`config.mk`:
```
export PLATFORM = sky130hd
export DESIGN_NAME = decoder_n_seq
export DESIGN_NICKNAME = d
export VERILOG_FILES = /design/src/rtl/decoder_n_seq.sv
export SDC_FILE = /design/constraint.sdc
export NUM_CORES = 1
export LEC_CHECK = 0
export CORE_MARGIN = 4
export CORE_UTILIZATION = 56
export CTS_BUF_LIST = sky130_fd_sc_hd__clkbuf_8
export CTS_CLUSTER_DIAMETER = 50
export DETAILED_ROUTE_END_ITERATION = 8
export GPL_TIMING_DRIVEN = 0
export HOLD_SLACK_MARGIN = 0.1
export PLACE_DENSITY_LB_ADDON = 0.3
export SLEW_MARGIN = 25
export SYNTH_ARGS = -nofsm -noshare
export SYNTH_HDL_FRONTEND = slang
export SYNTH_SLANG_ARGS = --single-unit
export TNS_END_PERCENT = 100
```
`constraint.sdc`:
```
create_clock -name clk -period 2.7 [get_ports clk]
set_clock_uncertainty 0.05 [all_clocks]
set_input_delay 0.27 -clock clk [delete_from_list [all_inputs] [get_ports clk]]
set_output_delay 0.27 -clock clk [all_outputs]
set_load 0.01 [all_outputs]
```
`src/rtl/decoder_n_seq.sv`:
```
// Registered SEL_W-to-2^SEL_W one-hot decoder with a handshaked direct mode and an auto-scan mode.
// Define DECODER_N_SEQ_ACTIVE_LOW_OUT_EN to drive dout active-low (idle all ones, selected bit 0).
module decoder_n_seq #(
  parameter int SEL_W   = 3,
  parameter int DWELL_W = 8
) (
  input  logic                  clk,
  input  logic                  rst,
  input  logic                  en,
  input  logic                  mode,
  input  logic                  sel_valid,
  input  logic [SEL_W-1:0]      sel,
  output logic                  sel_ready,
  input  logic [DWELL_W-1:0]    dwell,
  output logic [2**SEL_W-1:0]   dout,
  output logic [SEL_W-1:0]      cur_sel,
  output logic                  wrap
);

  localparam int OUT_W = 2**SEL_W;

  localparam logic [1:0] ST_IDLE   = 2'd0;
  localparam logic [1:0] ST_DIRECT = 2'd1;
  localparam logic [1:0] ST_SCAN   = 2'd2;

  localparam logic [OUT_W-1:0] ONE = {{(OUT_W-1){1'b0}}, 1'b1};

  logic [1:0]         state;
  logic [DWELL_W-1:0] cnt;
  logic [OUT_W-1:0]   dout_hot;
  logic [SEL_W-1:0]   next_idx;

  // Handshake: a select transfers on a rising clk edge where sel_valid & sel_ready;
  // sel_valid may be held, sel_ready never waits on sel_valid.
  assign sel_ready = (state == ST_IDLE) & en & ~mode & ~rst;
  assign next_idx  = cur_sel + SEL_W'(1);

  always_ff @(posedge clk) begin
    if (rst) begin
      state    <= ST_IDLE;
      cnt      <= '0;
      dout_hot <= '0;
      cur_sel  <= '0;
      wrap     <= 1'b0;
    end else if (!en) begin
      state    <= ST_IDLE;
      cnt      <= '0;
      dout_hot <= '0;
      cur_sel  <= '0;
      wrap     <= 1'b0;
    end else begin
      wrap <= 1'b0;
      case (state)
        ST_IDLE: begin
          if (mode) begin
            state    <= ST_SCAN;
            dout_hot <= ONE;
            cur_sel  <= '0;
            cnt      <= dwell;
          end else if (sel_valid) begin
            state    <= ST_DIRECT;
            dout_hot <= ONE << sel;
            cur_sel  <= sel;
            cnt      <= dwell;
          end else begin
            dout_hot <= '0;
            cur_sel  <= '0;
            cnt      <= '0;
          end
        end
        ST_DIRECT: begin
          if (cnt == '0) begin
            state    <= ST_IDLE;
            dout_hot <= '0;
            cur_sel  <= '0;
          end else begin
            cnt <= cnt - DWELL_W'(1);
          end
        end
        ST_SCAN: begin
          // An index in progress always runs to completion before mode is honoured.
          if (cnt != '0) begin
            cnt <= cnt - DWELL_W'(1);
          end else if (!mode) begin
            state    <= ST_IDLE;
            dout_hot <= '0;
            cur_sel  <= '0;
          end else begin
            dout_hot <= ONE << next_idx;
            cur_sel  <= next_idx;
            cnt      <= dwell;
            wrap     <= (next_idx == '0);
          end
        end
        default: begin
          state    <= ST_IDLE;
          dout_hot <= '0;
          cur_sel  <= '0;
          cnt      <= '0;
        end
      endcase
    end
  end

`ifdef DECODER_N_SEQ_ACTIVE_LOW_OUT_EN
  assign dout = ~dout_hot;
`else
  assign dout = dout_hot;
`endif

endmodule
```
==> impl_metrics.ini, run 1 <==
[sta]
final.period_utilization = 0.796
period_minus_slack_ps = 2150
fmax_mhz = 465
tightest_slew_ps = 622
slew_violations = 0
rsz0062_at_grt = false
fin_setup_tns_ps = 0
setup_ws_ps = 550
finalSetupViolCount = 0
holdWs_ps = 411
relSlewSlack = 0.580
hold_viol_final = 0

[synthesis]
ys_seq_area_frac = 0.318
synth-main-ff-cell = dfxtp_1
synthArstFlopShare = 0
synth.avg_cell_area_sq_um = 8.34
synth_edf_count = 0
synth_top_cell_by_area = dfxtp_1
ys_warn_count = 0
synth_area_leaders = dfxtp_1 (32%), ha_1 (7.2%), nand3_1 (5.4%)
mappedNetlistNets = 190
synth_cell_types = 43
yosys_register_bits = 22
synth_top_area_share = 0.318
synthCells = 166
synthesis.area_sq_um = 1380
yosysMostFrequentCell = dfxtp_1
synth_commonest_cells = dfxtp_1 (22), nand3_1 (15), a21oi_1 (13)

[floorplan]
initial_core_util = 0.608
row_count = 17
pin_count = 29
core_sq_um = 2280
die_x_um = 57.7
dieArea_sq_um = 3330
die_h_um = 57.7

[drt]
wl_met1_um = 1670
wl_met2_um = 1670
wl_met3_um = 276
vias_per_cell = 6.35
route.antenna.remaining_nets = 0
drtIter0Drc = 71
vias = 1434
drc = 0
maxUsedRoutingLayer = met4
wl_per_cell_um = 16.3
finalWirelength_um = 3680
dr.pass1.iters = 4

[layout]
insertedDiodeCount = 0
fin_area_sq_um = 1750
drive_gt1_frac = 0.0808
final_nets = 223
area_growth_pct = 26.8

[clock_tree]
cts_tree = built
cts_setup_buffers = 0
h-tree-depth = 1
clkTransAtPathRegs_ps = 80
worstSkewPairLatency_ps = 270
clk_path_buf_depth = 2
cts.sinks = 22
cts_repair_resize_count = 0
holdBufCountCts = 0
cts_root_buffer = clkbuf_8
cts_buffers = 3

[grt]
gr-total-overflow = 0
grt_pass1_wl_um = 6440
grt_max_degree = 13
antenna_found_initial = 0
first_global_vias = 1379
grt_usage = 0.242

[place]
portBuffers = 28
dp_slack_ps = 562
routabilityCongestion = 0.902
place_area_sq_um = 1700
dp_hpwl_um = 2650

[pwr]
powerDensity_nw_per_um2 = 444
fin_total_pwr_w = 0.000779
p_leak_nw = 0.662
ir_drop_v = 0.000371

[setup_path]
crit_arrival_ps = 1830
critical_path_class = in2out
crit_fanout = 4
critPathLaunchType = input port
end_kind = output pin
crit_required_ps = 2380

[hold_path]
hold_path.class = reg2reg

[status]
status = finished clean

[job]
drv_cap = 0
[worst max-delay path: stages]
cell and delay, ps:
clkdlybuf4s50_1 470, nor2b_1 320, and3_1 230, clkdlybuf4s50_1 540
[final cells by class]
class | count | area, sq um
Fill cell | 181 | 522
Clock buffer | 4 | 55.1
Inverter | 9 | 33.8
Buffer | 9 | 43.8
Timing Repair Buffer | 28 | 280
Multi-Input combinational cell | 126 | 866
Sequential cell | 22 | 440
Tap cell | 28 | 35.0
[logic make-up after synthesis]
logic type / synth area share
compound gates: 0.243
simple gates: 0.285
fa+ha+maj: 0.0723
xor+xnor: 0.0253
flops: 0.318
buf+inv: 0.0561
[layer usage]
layer | up-vias | global-route usage
li1 | 680 | -
met1 | 677 | 0.325
met2 | 68 | 0.397
met3 | 9 | 0.0356
met4 | 0 | 0.0795
met5 | - | 0
[registers in the layout (all words and copies together), names as in the netlist]
signal and count:
cnt 8, cur_sel 3, dout 8, state 2
wrap 1
[where the power goes]
part	switching, W	internal [W]
sequential	0.0000142	0.000335
clock	0.000113	0.000130
combinational	0.000101	0.0000845
total	0.000229	0.000550
[path summary, 6_finish.rpt]
check	endpoint	startpoint	cells past startpoint	slack [ps]
setup / recovery	sel_ready	en	4	550
hold / removal	dout[1]	dout[1]	2	410
setup reg to reg	dout[5]	cur_sel[0]	6	700
hold reg to reg	dout[1]	dout[1]	2	410
[cells in the final DEF, fill, tap and decap left out, types with 2 or more instances in the layout]
cell              n
clkbuf_1          3
a22oi_1           6
a31oi_1           3
nor2_1           12
o21ai_0           6
and2_1            3
nor2b_1           4
nor3_1            4
xor2_1            3
nand3_1          15
a2bb2oi_1         2
o211ai_1          3
nor4b_2           2
or3_1             2
ha_1              8
a21oi_1          13
and3_1            3
clkbuf_8          4
clkdlybuf4s50_1  28
inv_1             9
nand2_1           8
nor3b_1           3
a32o_1            5
dfxtp_1          22
buf_2             5
nand2b_1          3
[through the flow]
stage,utilization,cells
final,0.771,226
after global routing,0.771,226
after CTS,0.771,226
after detailed placement,0.747,222
after global placement,0.747,222
after floorplan,-,166
No activity file was read; power rests on OpenSTA's default activity.
==> inputs of run 2 (changes only) <==
Settings changed: CORE_UTILIZATION 56 to 52.
Clock period 2.7 ns to 2.1 ns, I/O delays scaled along.
==> impl_metrics.ini, run 2 (synthesis gave the netlist of run 1 again) <==
[sta]
period_minus_slack_ps = 2020
fin_setup_tns_ps = 0
final.period_utilization = 0.961
relSlewSlack = 0.565
slew_violations = 0
fmax_mhz = 496
finalSetupViolCount = 0
hold_viol_final = 0
tightest_slew_ps = 651
rsz0062_at_grt = false

[setup_path]
path_cells = buf_2, nor2_1, and3_1, clkdlybuf4s50_1
crit_arrival_ps = 1760
end_kind = output pin
crit_fanout = 10
critical_path_class = reg2out
critPathLaunchType = flop
r2r_cells = 6
crit_required_ps = 1840
crit_slowest_cell = clkdlybuf4s50_1
critical-path-max-stage-delay_ps = 530

[layout]
layout_commonest_cell = clkdlybuf4s50_1
final_cell_mix = clkdlybuf4s50_1 (28), dfxtp_1 (22), nand3_1 (15), a21oi_1 (13), nor2_1 (12)
drive_gt1_frac = 0.0909
register_area_sq_um = 440
insertedDiodeCount = 0
fin_area_sq_um = 1770
multi_input_area_sq_um = 877
area_growth_pct = 27.8
fillCellCount = 204
final_nets = 223

[grt]
first_global_vias = 1376
gr-total-overflow = 0
grt_max_degree = 13
antenna_found_initial = 0
grt_pass1_wl_um = 6000
grt_usage = 0.219

[clock_tree]
cts_buffers = 3
holdBufCountCts = 0
clk_path_buf_depth = 2
worstSkewPairLatency_ps = 260
h-tree-depth = 1
cts_tree = built
cts_repair_resize_count = 0
cts_root_buffer = clkbuf_8
clkTransAtPathRegs_ps = 80
cts.sinks = 22
cts_setup_buffers = 0

[place]
dp_hpwl_um = 2600
portBuffers = 28
place_area_sq_um = 1700
routabilityCongestion = 0.819

[floorplan]
initial_core_util = 0.554
die_x_um = 59.6
pin_count = 29
row_count = 18
die_h_um = 59.6
dieArea_sq_um = 3550
core_sq_um = 2500

[pwr]
powerDensity_nw_per_um2 = 563
p_leak_nw = 0.665
ir_drop_v = 0.000488

[drt]
dr.pass1.iters = 4
vias = 1376
drtIter0Drc = 78
route.antenna.remaining_nets = 0
finalWirelength_um = 3520
wl_per_cell_um = 15.4
vias_per_cell = 6.04
drc = 0

[job]
drv_cap = 0

[hold_path]
hold_path_depth = 2
hold_path.class = reg2reg

[status]
status = finished clean
==> run 2: cell counts in the layout (fill, tap and decap cells not counted) <==
No cell type changed its count.
==> run 2: worst paths after layout <==
check	start	endpoint	slack [ps]
max reg2reg	cur_sel[0]	dout[5]	240
max	state[1]	sel_ready	80
min	dout[2]	dout[2]	410
min reg2reg	dout[2]	dout[2]	410
==> run 2: final cells by class <==
cell class	count	area share
Tap cell	30	0.0212
Sequential cell	22	0.249
Buffer	9	0.0248
Multi-Input combinational cell	126	0.496
Timing Repair Buffer	28	0.159
Inverter	9	0.0191
Clock buffer	4	0.0311
==> run 2: critical path: cells and delay by family, from the launching register on <==
family	cells	cell delay, ps
buffers and inverters	2	700
flip-flops	1	330
AND/OR/NAND/NOR	2	470
==> run 2: power by group <==
part           leakage (nW)  total, W  switching, W  internal, W
Clock                0.0288  0.000307      0.000140     0.000167
Combinational         0.458  0.000238      0.000128     0.000110
Sequential            0.179  0.000449     0.0000185     0.000431
Total                 0.665  0.000995      0.000287     0.000708
==> run 2: per-stage QoR <==
step / power (W) / utilization / instances / worst slack (ps) / hold WS, ps
2_1_floorplan: 0.000613 / - / 166 / 354 / 308
3_3_place_gp: 0.000683 / 0.681 / 224 / 126 / 396
3_5_place_dp: 0.000693 / 0.681 / 224 / 70.2 / 397
4_1_cts: 0.00100 / 0.703 / 228 / 80.0 / 409
5_1_grt: 0.00104 / 0.707 / 228 / 10.3 / 434
6_report: 0.000995 / 0.707 / 228 / 82.7 / 406
==> run 2: per-layer routing <==
layer  vias up  wire [um]  track usage
li1        676          -            -
met1       663       1620        0.275
met2        33       1750        0.362
met3         4        112       0.0501
met4         0         34       0.0823
met5         -          0            0
==> inputs of run 3 (changes only) <==
Settings changed: CAP_MARGIN from default to 0.
==> results of run 3 <==
The final DEF is identical to that of run 2; final timing and power are the same.
